<file path="src/rtl/alarm_time_keeper_if.sv">
// Front-panel bundle of the alarm clock: switch/button levels in, BCD digits,
// second tick and ring indication out.
interface alarm_time_keeper_if;
  logic       set_mode;
  logic       inc_hour;
  logic       inc_min;
  logic       alarm_en;
  logic       snooze;
  logic [3:0] hour_tens;
  logic [3:0] hour_ones;
  logic [3:0] min_tens;
  logic [3:0] min_ones;
  logic       sec_tick;
  logic       alarm_ring;

  modport master (
    output set_mode, inc_hour, inc_min, alarm_en, snooze,
    input  hour_tens, hour_ones, min_tens, min_ones, sec_tick, alarm_ring
  );

  modport slave (
    input  set_mode, inc_hour, inc_min, alarm_en, snooze,
    output hour_tens, hour_ones, min_tens, min_ones, sec_tick, alarm_ring
  );
endinterface

</file>
<file path="src/rtl/alarm_time_keeper.sv">
// Alarm clock core: 24-hour BCD timekeeping off a one-second prescaler,
// button-driven time/alarm setting and an IDLE/RING/SNOOZE ring controller.
module alarm_time_keeper #(
  parameter int CLKS_PER_SEC = 50000000
) (
  input logic                clk,
  input logic                rst,
  alarm_time_keeper_if.slave bus
);

  localparam int              PW          = $clog2(CLKS_PER_SEC);
  localparam logic [PW-1:0]   PRE_LAST    = PW'(CLKS_PER_SEC - 1);
  localparam logic [5:0]      RING_LAST   = 6'd59;
  localparam logic [8:0]      SNOOZE_LOAD = 9'd300;

  typedef enum logic [1:0] {
    IDLE   = 2'd0,
    RING   = 2'd1,
    SNOOZE = 2'd2
  } ringState_t;

  // BCD increment helpers; out-of-range inputs fall back to 00 so digits stay legal
  function automatic logic [7:0] incMod60(input logic [7:0] bcd);
    logic [3:0] t;
    logic [3:0] o;
    t = bcd[7:4];
    o = bcd[3:0];
    if (t > 4'd5 || o > 4'd9) return 8'h00;
    if (o < 4'd9) return {t, o + 4'd1};
    if (t < 4'd5) return {t + 4'd1, 4'd0};
    return 8'h00;
  endfunction

  function automatic logic [7:0] incMod24(input logic [7:0] bcd);
    logic [3:0] t;
    logic [3:0] o;
    t = bcd[7:4];
    o = bcd[3:0];
    if (t >= 4'd2 && o >= 4'd3) return 8'h00;
    if (t > 4'd2 || o > 4'd9) return 8'h00;
    if (o < 4'd9) return {t, o + 4'd1};
    return {t + 4'd1, 4'd0};
  endfunction

  logic [PW-1:0] r_prescale;
  logic [7:0]    r_hour;
  logic [7:0]    r_min;
  logic [7:0]    r_sec;
  logic [7:0]    r_almHour;
  logic [7:0]    r_almMin;
  logic          r_prevIncHour;
  logic          r_prevIncMin;
  logic          r_prevSnooze;
  ringState_t    r_state;
  logic [5:0]    r_ringCnt;
  logic [8:0]    r_snoozeCnt;
  logic [15:0]   r_disp;

  logic          w_tick;
  logic          w_incHourEdge;
  logic          w_incMinEdge;
  logic          w_snoozeEdge;
  logic          w_manHour;
  logic          w_manMin;
  logic          w_almHourInc;
  logic          w_almMinInc;
  logic          w_secWrap;
  logic          w_minWrap;
  logic          w_alarmHit;
  logic [PW-1:0] w_nextPre;
  logic [7:0]    w_nextSec;
  logic [7:0]    w_nextMin;
  logic [7:0]    w_nextHour;
  logic [7:0]    w_nextAlmHour;
  logic [7:0]    w_nextAlmMin;
  ringState_t    w_nextState;
  logic [5:0]    w_nextRingCnt;
  logic [8:0]    w_nextSnoozeCnt;
  logic          w_ring;

  assign w_tick        = (r_prescale == PRE_LAST);
  assign w_incHourEdge = bus.inc_hour & ~r_prevIncHour;
  assign w_incMinEdge  = bus.inc_min & ~r_prevIncMin;
  assign w_snoozeEdge  = bus.snooze & ~r_prevSnooze;
  assign w_manHour     = w_incHourEdge & ~bus.set_mode;
  assign w_manMin      = w_incMinEdge & ~bus.set_mode;
  assign w_almHourInc  = w_incHourEdge & bus.set_mode;
  assign w_almMinInc   = w_incMinEdge & bus.set_mode;
  assign w_secWrap     = w_tick && (r_sec == 8'h59);
  assign w_minWrap     = w_secWrap && (r_min == 8'h59);

  // A manual minute press and a natural carry merge into a single +1 step
  always_comb begin
    w_nextPre     = w_tick ? '0 : r_prescale + PW'(1);
    w_nextSec     = r_sec;
    w_nextMin     = r_min;
    w_nextHour    = r_hour;
    w_nextAlmHour = r_almHour;
    w_nextAlmMin  = r_almMin;
    if (w_manMin) begin
      w_nextSec = 8'h00;
      w_nextPre = '0;
    end else if (w_tick) begin
      w_nextSec = incMod60(r_sec);
    end
    if (w_manMin || w_secWrap) w_nextMin = incMod60(r_min);
    if (w_manHour || w_minWrap) w_nextHour = incMod24(r_hour);
    if (w_almMinInc) w_nextAlmMin = incMod60(r_almMin);
    if (w_almHourInc) w_nextAlmHour = incMod24(r_almHour);
  end

  assign w_alarmHit = w_secWrap && !w_manMin && !w_manHour &&
                      (w_nextMin == r_almMin) && (w_nextHour == r_almHour);

  always_ff @(posedge clk) begin
    if (rst) begin
      r_prescale    <= '0;
      r_sec         <= 8'h00;
      r_min         <= 8'h00;
      r_hour        <= 8'h00;
      r_almMin      <= 8'h00;
      r_almHour     <= 8'h06;
      r_prevIncHour <= 1'b0;
      r_prevIncMin  <= 1'b0;
      r_prevSnooze  <= 1'b0;
    end else begin
      r_prescale    <= w_nextPre;
      r_sec         <= w_nextSec;
      r_min         <= w_nextMin;
      r_hour        <= w_nextHour;
      r_almMin      <= w_nextAlmMin;
      r_almHour     <= w_nextAlmHour;
      r_prevIncHour <= bus.inc_hour;
      r_prevIncMin  <= bus.inc_min;
      r_prevSnooze  <= bus.snooze;
    end
  end

  always_ff @(posedge clk) begin
    if (rst) begin
      r_disp <= 16'h0000;
    end else if (bus.set_mode) begin
      r_disp <= {r_almHour, r_almMin};
    end else begin
      r_disp <= {r_hour, r_min};
    end
  end

  always_ff @(posedge clk) begin
    if (rst) begin
      r_state     <= IDLE;
      r_ringCnt   <= 6'd0;
      r_snoozeCnt <= 9'd0;
    end else begin
      r_state     <= w_nextState;
      r_ringCnt   <= w_nextRingCnt;
      r_snoozeCnt <= w_nextSnoozeCnt;
    end
  end

  // Disarming wins over every other transition, including a pending snooze
  always_comb begin
    w_nextState     = r_state;
    w_nextRingCnt   = r_ringCnt;
    w_nextSnoozeCnt = r_snoozeCnt;
    w_ring          = (r_state == RING);
    if (!bus.alarm_en) begin
      w_nextState     = IDLE;
      w_nextRingCnt   = 6'd0;
      w_nextSnoozeCnt = 9'd0;
    end else begin
      case (r_state)
        IDLE: begin
          if (w_alarmHit) begin
            w_nextState   = RING;
            w_nextRingCnt = 6'd0;
          end
        end
        RING: begin
          if (w_snoozeEdge) begin
            w_nextState     = SNOOZE;
            w_nextSnoozeCnt = SNOOZE_LOAD;
            w_nextRingCnt   = 6'd0;
          end else if (w_tick) begin
            if (r_ringCnt >= RING_LAST) begin
              w_nextState   = IDLE;
              w_nextRingCnt = 6'd0;
            end else begin
              w_nextRingCnt = r_ringCnt + 6'd1;
            end
          end
        end
        SNOOZE: begin
          if (w_tick) begin
            if (r_snoozeCnt <= 9'd1) begin
              w_nextState     = RING;
              w_nextRingCnt   = 6'd0;
              w_nextSnoozeCnt = 9'd0;
            end else begin
              w_nextSnoozeCnt = r_snoozeCnt - 9'd1;
            end
          end
        end
        default: begin
          w_nextState     = IDLE;
          w_nextRingCnt   = 6'd0;
          w_nextSnoozeCnt = 9'd0;
        end
      endcase
    end
  end

  assign bus.sec_tick   = w_tick & ~rst;
  assign bus.alarm_ring = w_ring & ~rst;
  assign bus.hour_tens  = r_disp[15:12];
  assign bus.hour_ones  = r_disp[11:8];
  assign bus.min_tens   = r_disp[7:4];
  assign bus.min_ones   = r_disp[3:0];

endmodule

</file>
<file path="src/flat_wrapper.sv">
// flat-port wrapper written by rule: the top's interface ports become plain ports
module alarm_time_keeper_flat 
#(
  parameter int CLKS_PER_SEC = 50000000
)
  (clk, rst, bus_set_mode, bus_inc_hour, bus_inc_min, bus_alarm_en, bus_snooze, bus_hour_tens, bus_hour_ones, bus_min_tens, bus_min_ones, bus_sec_tick, bus_alarm_ring);
  alarm_time_keeper_if bus_i ();
  input logic clk;
  input logic rst;
  input wire logic [$bits(bus_i.set_mode)-1:0] bus_set_mode;
  input wire logic [$bits(bus_i.inc_hour)-1:0] bus_inc_hour;
  input wire logic [$bits(bus_i.inc_min)-1:0] bus_inc_min;
  input wire logic [$bits(bus_i.alarm_en)-1:0] bus_alarm_en;
  input wire logic [$bits(bus_i.snooze)-1:0] bus_snooze;
  output wire logic [$bits(bus_i.hour_tens)-1:0] bus_hour_tens;
  output wire logic [$bits(bus_i.hour_ones)-1:0] bus_hour_ones;
  output wire logic [$bits(bus_i.min_tens)-1:0] bus_min_tens;
  output wire logic [$bits(bus_i.min_ones)-1:0] bus_min_ones;
  output wire logic [$bits(bus_i.sec_tick)-1:0] bus_sec_tick;
  output wire logic [$bits(bus_i.alarm_ring)-1:0] bus_alarm_ring;
  assign bus_i.set_mode = bus_set_mode;
  assign bus_i.inc_hour = bus_inc_hour;
  assign bus_i.inc_min = bus_inc_min;
  assign bus_i.alarm_en = bus_alarm_en;
  assign bus_i.snooze = bus_snooze;
  assign bus_hour_tens = bus_i.hour_tens;
  assign bus_hour_ones = bus_i.hour_ones;
  assign bus_min_tens = bus_i.min_tens;
  assign bus_min_ones = bus_i.min_ones;
  assign bus_sec_tick = bus_i.sec_tick;
  assign bus_alarm_ring = bus_i.alarm_ring;
  alarm_time_keeper #(.CLKS_PER_SEC(CLKS_PER_SEC)) u_core (.clk(clk), .rst(rst), .bus(bus_i));
endmodule
</file>
<file path="config.mk">
export PLATFORM = sky130hd
export DESIGN_NAME = alarm_time_keeper_flat
export DESIGN_NICKNAME = d
export VERILOG_FILES = /design/src/rtl/alarm_time_keeper_if.sv /design/src/rtl/alarm_time_keeper.sv /design/src/flat_wrapper.sv
export SDC_FILE = /design/constraint.sdc
export NUM_CORES = 1
export LEC_CHECK = 0
export CAP_MARGIN = 20
export CORE_MARGIN = 2
export CORE_UTILIZATION = 55
export DETAILED_ROUTE_END_ITERATION = 7
export HOLD_SLACK_MARGIN = 0.1
export PLACE_DENSITY = 0.79
export RECOVER_POWER = 25
export SLEW_MARGIN = 20
export SYNTH_ARGS = -nofsm -noshare
export SYNTH_HDL_FRONTEND = slang
export SYNTH_SLANG_ARGS = --single-unit
</file>
<file path="constraint.sdc">
create_clock -name clk -period 8 [get_ports clk]
set_clock_uncertainty 0.2 [all_clocks]
set_input_delay 2 -clock clk [delete_from_list [all_inputs] [get_ports clk]]
set_output_delay 2 -clock clk [all_outputs]
set_load 0.1 [all_outputs]
</file>
## Word level (Yosys, flattened, before mapping)

Cells that the tools add are included.

| storage, ports and cells | value |
|---|---|
| memory bits (writable) | 0 |
| latch bits | 0 |
| memories | 0 |
| word-level logic and storage cells | 205 |
| ROM bits | 0 |
| output and inout port bits | 18 |
| input port bits | 7 |
| register bits after elaboration | 102 |

| cells by class | value |
|---|---|
| bitwise logic cells | 16 |
| multiply operators | 0 |
| equality and inequality tests | 14 |
| mux-type cells | 99 |
| magnitude comparators | 24 |
| reduce and logical (&&, ||, !) cells | 25 |
| shifts and indexed selects | 0 |
| divide/modulo/power cells | 0 |
| add/sub/neg operators | 13 |

Operator list:

| operator | count |
|---|---|
| $mux 8 | 32 |
| $mux 1 | 48 |
| $add 4x1->4 const B | 10 |
| $mux 6 | 6 |
| $mux 9 | 3 |
| $pmux 9 s3 | 1 |
| $add 26x1->26 const B | 1 |
| $eq 26x26->1 const B | 1 |
| $gt 4x4->1 const B | 5 |
| $lt 4x4->1 const B | 5 |
| $pmux 6 s3 | 1 |
| $eq 8x7->1 const B | 2 |
| $eq 8x8->1 | 2 |
| $ge 4x2->1 const B | 4 |
| $mux 16 | 1 |
| $gt 4x3->1 const B | 3 |
| $lt 4x3->1 const B | 3 |
| $mux 2 | 6 |
| $and 1x1->1 | 9 |
| $le 9x1->1 const B | 1 |
| $sub 9x1->9 const B | 1 |
| $gt 4x2->1 const B | 2 |
| $logic_and 1x1->1 | 8 |
| $ne 2x1->1 const B | 4 |
| other kinds (18) | 32 |

## Longest topological paths before layout

Gate-level depths: netlist of the first run.

| depth | value |
|---|---|
| depth in word-level cells | 19 |
| depth in mapped cells | 14 |
| gate-level depth less buffers | 12 |

## Worst setup path after synthesis of the first run

Ideal clock, no wire load.

| timing | value |
|---|---|
| path kind | input -> output |
| start point | in rst |
| end point | out bus_sec_tick |
| cell stages on the path | 4 |
| arrival | 3.850 ns |
| slack | 1.950 ns |
| cell sequence | clkbuf_1 > clkbuf_1 > clkbuf_1 > nor2_1 |

| on the way | value |
|---|---|
| word-level cells in the longest chain between the ends | 2 |

RTL lines:

| what | RTL line | RTL |
|---|---|---|
| start, declared | flat_wrapper.sv:9 | `input logic rst;` |
| $not 1->1 | alarm_time_keeper.sv:213 | `assign bus.sec_tick = w_tick & ~rst;` |
| $and 1x1->1 | alarm_time_keeper.sv:213 |  |
| end, declared | flat_wrapper.sv:19 | `output wire logic [$bits(bus_i.sec_tick)-1:0] bus_sec_tick;` |

No other way between the ends.

## Worst setup path in the final report of the first run

| timing | value |
|---|---|
| start point | in rst |
| end point | out bus_alarm_ring |

| on the way | value |
|---|---|
| word-level cells in the longest chain between the ends | 2 |

RTL lines:

| what | RTL line | RTL |
|---|---|---|
| $not 1->1 | alarm_time_keeper.sv:214 | `assign bus.alarm_ring = w_ring & ~rst;` |
| $and 1x1->1 | alarm_time_keeper.sv:214 |  |
| end, declared | flat_wrapper.sv:20 | `output wire logic [$bits(bus_i.alarm_ring)-1:0] bus_alarm_ring;` |

No other way between the ends.

==> results by stage, run 1 <==
Die:
- The number of placed I/O pins is 25.
- The die is 106 microns tall.
- The standard cell core area is 10,200 sq um.
- From left edge to right edge, the die measures 106 microns.
- The initialized floorplan defines 37 standard-cell rows.
- The starting density of the core is 55.8%.
- The full die area is 11,200 sq um.

Finish:
- The final layout contains about 740 nets.
- The filler cell count in the final layout is 934.
- The number of diodes is 0.
- The share of post-route cells with drive strength above 1 is 5.15%.
- The area growth from synthesis to layout is 9.36%.

Timing:
- The number of failing hold endpoints at the final stage was 0.
- Hold is met by 0.293 ns.
- The max-slew violation count is 0.
- The clock period minus worst slack is 6.66 ns.
- Setup violations remaining at the end of the flow were counted as 0.
- At the pin with the least slew margin, the transition time is roughly 1.4 ns.
- The setup TNS after final layout is 0 ns.
- The worst path uses 83.3% of the clock period.
- The max-slew headroom at the worst pin is under 10%.
- Derived from the worst setup path, the maximum achievable clock frequency is ~150 MHz.
- Setup repair after global routing left no endpoint under its margin.

Synth:
- The prevailing post-synth register cell is sky130_fd_sc_hd__dfxtp_1.
- The net count after synthesis is 724.
- After synthesis, the netlist uses 67 different library cells.
- The total number of yosys warnings is 0.
- Yosys mapped a number of flops with a built-in enable equal to 0.
- In this run, synthesis produced a sequential element count of 102.
- The sequential cell area fraction in the yosys report is 35.9%.
- In this run the cell area of the synthesized design comes to 5680 sq um.
- The share of synthesized registers carrying an async set or reset is 0%.
- In the synthesized netlist, the number of instances is 681.
- In this run the mean area of a mapped cell was approximately 8.3 sq um.

Clock tree:
- After clock tree synthesis, the setup repair step added 0 buffers.
- Clock tree synthesis found a total of 102 sinks.
- The clock transition at the register clock pins on the worst setup and hold paths after CTS is about 0.09 ns.
- The count of H-tree levels built during CTS is 3.
- The hold buffer count at cts is 0.
- The post-CTS resize count is 0.
- The master cell of the clock root buffer is sky130_fd_sc_hd__clkbuf_8.
- The TritonCTS clock tree is done.
- Clock tree synthesis inserted a total of 9 buffers.
- The maximum clock path buffer count is 2.
- At the later pin of the worst-skew pair, clock insertion delay measures 0.38 ns.

Pwr:
- The total chip power is 0.000953 W.
- The cell leakage power is approximately 2.3 nW.
- The maximum resistive drop on vdd is between 0.07 and 0.08 mV.
- For this design the ratio of total power to cell area is 153 nW/um^2.

Place:
- The total half-perimeter wirelength after legalization and detailed placement is 8.95 mm.
- At the end of routability-driven placement, the weighted congestion stood at roughly 0.9.
- The count of buffers added on input and output ports is 24.

Route:
- The via count normalized by instance count is 5.77.
- The routed design has 12.4 mm of wire.
- The total number of vias is 4,816.
- The first detailed-routing pass took 5 iterations.
- In the routed design, unresolved DRC markers number 0.
- The detail route stage leaves a number of antenna-violating nets equal to 0.
- Dividing the detail-routed wire length by the instance count gives 14.8 microns.
- The number of DRC markers after the initial detailed-route iteration is 332.

Global route:
- The global-route wire length before repair is 21.0 mm.
- Entering global routing, the biggest net connects 31 pins.
- Summed over all layers, the global routing overflow is 0.
- The initial antenna violation count is 0.
- The global-route usage over all layers is 22.7%.
- The via count of the first global-routing pass is 4,558.

Setup path:
- The largest driver fanout on the critical path is 30.
- The flop-to-flop setup slack is 4.07 ns.
- The worst setup path is captured at an output pin.
- STA puts the critical path data required time at 5.80 ns.
- The worst register-to-register path begins at u_core.r_min[0].
- STA classifies the critical path startpoint as an input pin.
- The worst setup path startpoint is rst.
- Data on the critical path arrives at its endpoint at 4.46 ns.
- The setup path with the least slack is of type input pin to output pin.

Min path:
- The path class of the tightest hold or removal check is flip-flop to flip-flop.
- The start point of the worst hold path is u_core.r_snoozeCnt[6].

Run status:
- The run finished with clean final reports.

Run:
- The count of maximum capacitance violations is 0.
-- path summary, 6_finish.rpt --
kind / cells past startpoint / to
worst max register to register: 11 / u_core.r_ringCnt[2]
worst min register to register: 2 / u_core.r_snoozeCnt[6]
worst max-delay path: 4 / bus_alarm_ring
worst min-delay path: 2 / u_core.r_snoozeCnt[6]
-- area by class of cell --
class,count,area [sq um],area share (%)
Clock inverter,5,81.3,1.31
Timing Repair Buffer,27,249,4.01
Multi-Input combinational cell,516,3380,54.3
Clock buffer,11,151,2.44
Sequential cell,102,2040,32.9
Inverter,38,143,2.30
Tap cell,136,170,2.74
-- synthesized netlist by cell type, drive strengths merged, types with 5 or more instances --
library cell  number  area share, %
a31o               5           0.77
nor3              27            2.4
nand2b            14            1.6
clkbuf            20            1.3
inv               38            2.5
nand4             11            1.4
and2               5           0.55
and3              10            1.1
dfxtp            102             36
or3                8           0.88
nand3             17            1.5
a211oi            12            1.7
or2                7           0.77
ha                36            7.9
nor3b              7           0.92
a21oi             39            3.5
nor2b             12            1.3
o21ai             26            2.3
o211ai             7           0.92
o2111ai            5           0.77
nor4               8            1.1
xnor2             19            2.9
mux2i             21            3.7
a31oi              9           0.99
nand2             30            2.0
buf                5           0.79
nor4b              6            1.0
nor2             109            7.2
xor2              17            2.6
-- power by group --
| part | total [W] | leakage [nW] | internal [W] | switching, W |
|---|---|---|---|---|
| clock | 0.000372 | 0.116 | 0.000193 | 0.000179 |
| sequential | 0.000520 | 0.824 | 0.000513 | 0.00000738 |
| combinational | 0.0000606 | 1.33 | 0.0000203 | 0.0000403 |
-- worst max-delay path, cell delays in order --
cell                              delay [ns]
sky130_fd_sc_hd__clkbuf_1               0.97
sky130_fd_sc_hd__buf_4                  0.44
sky130_fd_sc_hd__nor2b_1                0.08
sky130_fd_sc_hd__clkdlybuf4s50_1        0.97
-- metal layers --
| metal | global-route usage [%] | wire length [microns] |
|---|---|---|
| met1 | 29.8 | 5940 |
| met3 | 4.14 | 403 |
| met2 | 37.6 | 5870 |
| met5 | 0 | 0 |
| met4 | 7.61 | 165 |
-- cells by family (layout without fill, tap and decap cells) --
| group | Yosys count | in the layout | synth area share, % |
|---|---|---|---|
| and+or+nand+nor | 294 | 294 | 27.4 |
| adders and majority gates | 36 | 36 | 7.93 |
| muxes | 23 | 23 | 4.10 |
| xor gates and xnor gates | 36 | 36 | 5.55 |
| DFF | 102 | 102 | 35.9 |
| buffers and inverters | 63 | 81 | 4.62 |
| AOI/OAI and AO/OA | 127 | 127 | 14.5 |
-- sequential cells by signal (all words and copies together) (netlist names), 2 cells and up --
register            count
u_core.r_hour           8
u_core.r_min            8
u_core.r_almMin         8
u_core.r_disp          16
u_core.r_snoozeCnt      9
u_core.r_state          2
u_core.r_almHour        8
u_core.r_prescale      26
u_core.r_sec            8
u_core.r_ringCnt        6
-- cell usage in the layout (no fill, tap or decap), types with 3 or more instances in the layout --
master                            instances
sky130_fd_sc_hd__nor2_1                 109
sky130_fd_sc_hd__dfxtp_1                102
sky130_fd_sc_hd__inv_1                   38
sky130_fd_sc_hd__a21oi_1                 38
sky130_fd_sc_hd__ha_1                    36
sky130_fd_sc_hd__nand2_1                 30
sky130_fd_sc_hd__nor3_1                  27
sky130_fd_sc_hd__o21ai_0                 24
sky130_fd_sc_hd__mux2i_1                 21
sky130_fd_sc_hd__clkdlybuf4s50_1         21
sky130_fd_sc_hd__xnor2_1                 19
sky130_fd_sc_hd__nand3_1                 17
sky130_fd_sc_hd__xor2_1                  17
sky130_fd_sc_hd__nand2b_1                13
sky130_fd_sc_hd__nor2b_1                 12
sky130_fd_sc_hd__a211oi_1                11
sky130_fd_sc_hd__clkbuf_8                11
sky130_fd_sc_hd__and3_1                  10
sky130_fd_sc_hd__nand4_1                  9
sky130_fd_sc_hd__a31oi_1                  9
sky130_fd_sc_hd__or3_1                    8
sky130_fd_sc_hd__nor3b_1                  7
sky130_fd_sc_hd__o211ai_1                 7
sky130_fd_sc_hd__nor4_1                   6
sky130_fd_sc_hd__nor4b_1                  5
sky130_fd_sc_hd__and2_1                   5
sky130_fd_sc_hd__o2111ai_1                5
sky130_fd_sc_hd__or2_2                    5
sky130_fd_sc_hd__and4_1                   4
sky130_fd_sc_hd__a22oi_1                  4
sky130_fd_sc_hd__nand3b_1                 4
sky130_fd_sc_hd__a31o_1                   4
sky130_fd_sc_hd__nor4bb_1                 3
sky130_fd_sc_hd__or4_1                    3
sky130_fd_sc_hd__nand4b_1                 3
sky130_fd_sc_hd__a21o_1                   3
sky130_fd_sc_hd__clkbuf_1                 3
-- through the flow --
stage	util [%]	worst slack [ns]	std cells	area, sq um
floorplan	-	1.95	681	5680
global placement	58.8	1.94	819	5990
detailed placement	58.8	1.92	819	5990
CTS	61.1	1.92	835	6220
global route	61.0	1.23	835	6210
finish	61.0	1.34	835	6210
(Power assumes the default switching activity.)
==> inputs of run 2 (changes only) <==
- clock period: 8 -> 6.75 ns (I/O delays scaled with it)
==> run 2 against run 1 <==
The flow now finishes with violations (max-capacitance violations, max-slew violations). Critical endpoint is now bus_sec_tick. Design area down 1.3%. Largest cell class unchanged. Via count is 0.69% higher. Combinational power increased by 18%. Highest routed layer unchanged. Sequential power grew 19%. Global-route usage up 0.63 points.
==> results by stage, run 2 (synthesis results as in run 1) <==
Run:
- The count of maximum capacitance violations is 1 (+1).

Pwr:
- The cell leakage power is 2.23 nW (-1.5%).
- The total chip power is 0.00102 W (+7.4%).
- The maximum resistive drop on vdd is 0.0961 mV (+33%).
- The total power density per cell area was 167 nW/um^2 (+8.8%).

Timing:
- The setup TNS after final layout is 0 ns (unchanged).
- The final-report setup violation count is 0 (unchanged).
- The share of the clock period used by the worst path is 75.3%.
- The max-slew violation count is 53 (+53).
- The clock period minus worst slack is around 5.1 ns.
- The transition time at the pin with the least slew margin was 2.20 ns (+0.822 ns).
- The number of failing hold endpoints at the final stage is 0 (unchanged).
- Setup repair after global routing left no endpoint under its margin.
- The max-slew headroom at the worst pin came to -46.6% (-55 points).
- The post-route worst setup slack is 1.67 ns (+0.332 ns).
- Based on the critical path, the design can be clocked at up to 197 MHz.

Die:
- The height of the chip came to 106 microns (unchanged).
- The row count was 37 (unchanged).
- The standard cell core area came to 10,200 sq um (unchanged).
- The starting density of the core came to 55.8% (unchanged).
- The full die area is 11,200 sq um (unchanged).
- The number of placed I/O pins is 25 (unchanged).
- The chip width is 106 microns (unchanged).

Finish:
- The synthesis-to-finish area growth is 7.95%.
- The number of nets in the layout is 737 (unchanged).
- In the layout the commonest cells are sky130_fd_sc_hd__nor2_1, sky130_fd_sc_hd__dfxtp_1, sky130_fd_sc_hd__inv_1, sky130_fd_sc_hd__a21oi_1, sky130_fd_sc_hd__ha_1.
- The share of post-route cells with drive strength above 1 is 4.58% (-0.57 points).
- The filler cell count in the final layout came to 908 (-2.8%).
- The number of diodes is 0 (unchanged).
- The largest registers in the layout are u_core.r_prescale x26, u_core.r_disp x16, u_core.r_snoozeCnt x9.
- Leaving out fill and tap cells, the most frequent cell in the layout is sky130_fd_sc_hd__nor2_1.
- The flip-flop count of the largest register, all copies and words added is 26 (unchanged).
- The register with the most flip-flops in the final layout is u_core.r_prescale.

Clock tree:
- TritonCTS built the clock tree.
- The insertion delay of the later-clocked pin in the worst-skew pair is 0.39 ns (about the same).
- The count of H-tree levels built during CTS came to 3 (unchanged).
- The hold buffer count at cts is 0 (unchanged).
- The maximum clock path buffer count is 2 (unchanged).
- The setup fix buffers added after clock tree synthesis came to 0 (unchanged).
- The clock transition at the register clock pins on the worst setup and hold paths after CTS came to 0.08 ns (about the same).
- The post-CTS resize count is 0 (unchanged).
- The CTS buffer count was 9 (unchanged).
- The tree is rooted in a sky130_fd_sc_hd__clkbuf_8.
- The number of sinks driven by the clock tree is 102 (unchanged).

Setup path:
- The count of buffering cells on the critical path with inverters included was 2 (-1).
- STA classifies the critical path startpoint as an input pin.
- The critical path goes through clkbuf_1 -> nor2_1 -> clkdlybuf4s50_1.
- The required time reported for the critical path endpoint came to 4.86 ns (-0.94 ns).
- In this run the critical register-to-register path is launched from u_core.r_min[0].
- The critical path arrival is 3.19 ns (-1.27 ns).
- The library cell contributing the largest single delay on the critical path is sky130_fd_sc_hd__clkdlybuf4s50_1.
- The largest driver fanout on the critical path is 3 (-90%).
- The worst setup path startpoint is rst.
- STA classifies the critical path endpoint as an output pin.
- The setup path with the least slack is of type input pin to output pin.
- In this design, the largest share of critical-path delay is due to buffers and inverters.
- The delay of the slowest cell on the worst path is 1.17 ns (+0.20 ns).

Run status:
- The flow ran to the end, but the final reports show violations.
- The final reports fail on max-capacitance violations, max-slew violations.

Global route:
- The via count of the first global-routing pass was 4,682 (+2.7%).
- The initial antenna violation count was 0 (unchanged).
- The sum of overflow across all layers after global routing came to 0 (unchanged).
- The global-route usage over all layers came to 23.4% (+0.63 points).
- The largest net degree at the start of global routing is 53 (+71%).
- The global-route wire length before repair was 21.4 mm (+1.8%).

Place:
- The number of port buffers is 24 (unchanged).
- The final weighted congestion in routability-driven placement is 0.855 (-7.0%).
- The post-placement worst setup slack is 1.41 ns (-0.511 ns).
- The total half-perimeter wirelength after legalization and detailed placement came to 9.13 mm (+2.0%).

Route:
- The routed wire length per instance is 15.0 microns (+1.5%).
- The number of nets with antenna violations after detailed routing is 0 (unchanged).
- The total number of vias is 4,849 (+0.69%).
- The remaining routing DRC violations was 0 (unchanged).
- The number of DRC markers after the initial detailed-route iteration came to 280 (-16%).
- The first-pass iteration count of the detailed router is 5 (unchanged).
- The total wire length after detailed routing is 12.5 mm (+1.4%).
- The via count normalized by instance count is 5.81 (+0.81%).

Min path:
- The path class of the tightest hold or removal check is flip-flop to flip-flop.
- The startpoint identified for the worst hold timing path is u_core.r_snoozeCnt[6].
==> run 2: cell types whose count changed in the layout (fill, tap and decap cells not counted), sizes merged <==
cell,previous run,this run
buf,1,2
bufinv,2,0
clkbuf,14,15
clkdlybuf4s50,21,23
clkinvlp,1,0
dlygate4sd3,2,0
==> run 2: final timing paths <==
| path | endpoint | slack, ns | cells past startpoint |
|---|---|---|---|
| hold / removal | u_core.r_snoozeCnt[6] | 0.28 | 2 |
| setup / recovery | bus_sec_tick | 1.67 | 3 |
| hold reg to reg | u_core.r_snoozeCnt[6] | 0.28 | 2 |
| setup reg to reg | u_core.r_ringCnt[2] | 2.70 | 11 |
==> run 2: layer usage <==
metal	share of wire, %	up-vias	global-route usage [%]
li1	-	2422	-
met1	46	2305	29.8
met2	47	104	38.2
met3	4.4	18	5.01
met4	2.2	0	9.96
met5	0	-	0
==> run 2: cell type report <==
cell class / instances / area, sq um / share of cell area, %
Clock inverter: 2 / 10.0 / 0.163
Clock buffer: 13 / 139 / 2.26
Timing Repair Buffer: 27 / 253 / 4.12
Tap cell: 136 / 170 / 2.77
Sequential cell: 102 / 2040 / 33.3
Inverter: 38 / 143 / 2.33
Multi-Input combinational cell: 516 / 3380 / 55.1
==> run 2: power breakdown <==
group | switching, W | leakage, nW | internal [W]
Clock | 0.000204 | 0.0773 | 0.000132
Sequential | 0.00000877 | 0.824 | 0.000608
Combinational | 0.0000475 | 1.33 | 0.0000242
==> run 2: worst min-delay path, cell delays in order, from the launching register on <==
cell and delay, ns:
sky130_fd_sc_hd__dfxtp_1 0.33, sky130_fd_sc_hd__a21oi_1 0.06, sky130_fd_sc_hd__nor2_1 0.07
==> run 2: metrics by stage <==
step           util, %  hold slack, ns  area (sq um)  std cells
2_1_floorplan        -           0.242          5680        681
3_3_place_gp      58.8           0.263          5990        819
3_5_place_dp      58.8           0.270          5990        819
4_1_cts           60.3           0.289          6140        834
5_1_grt           60.2           0.314          6130        834
6_report          60.2           0.283          6130        834
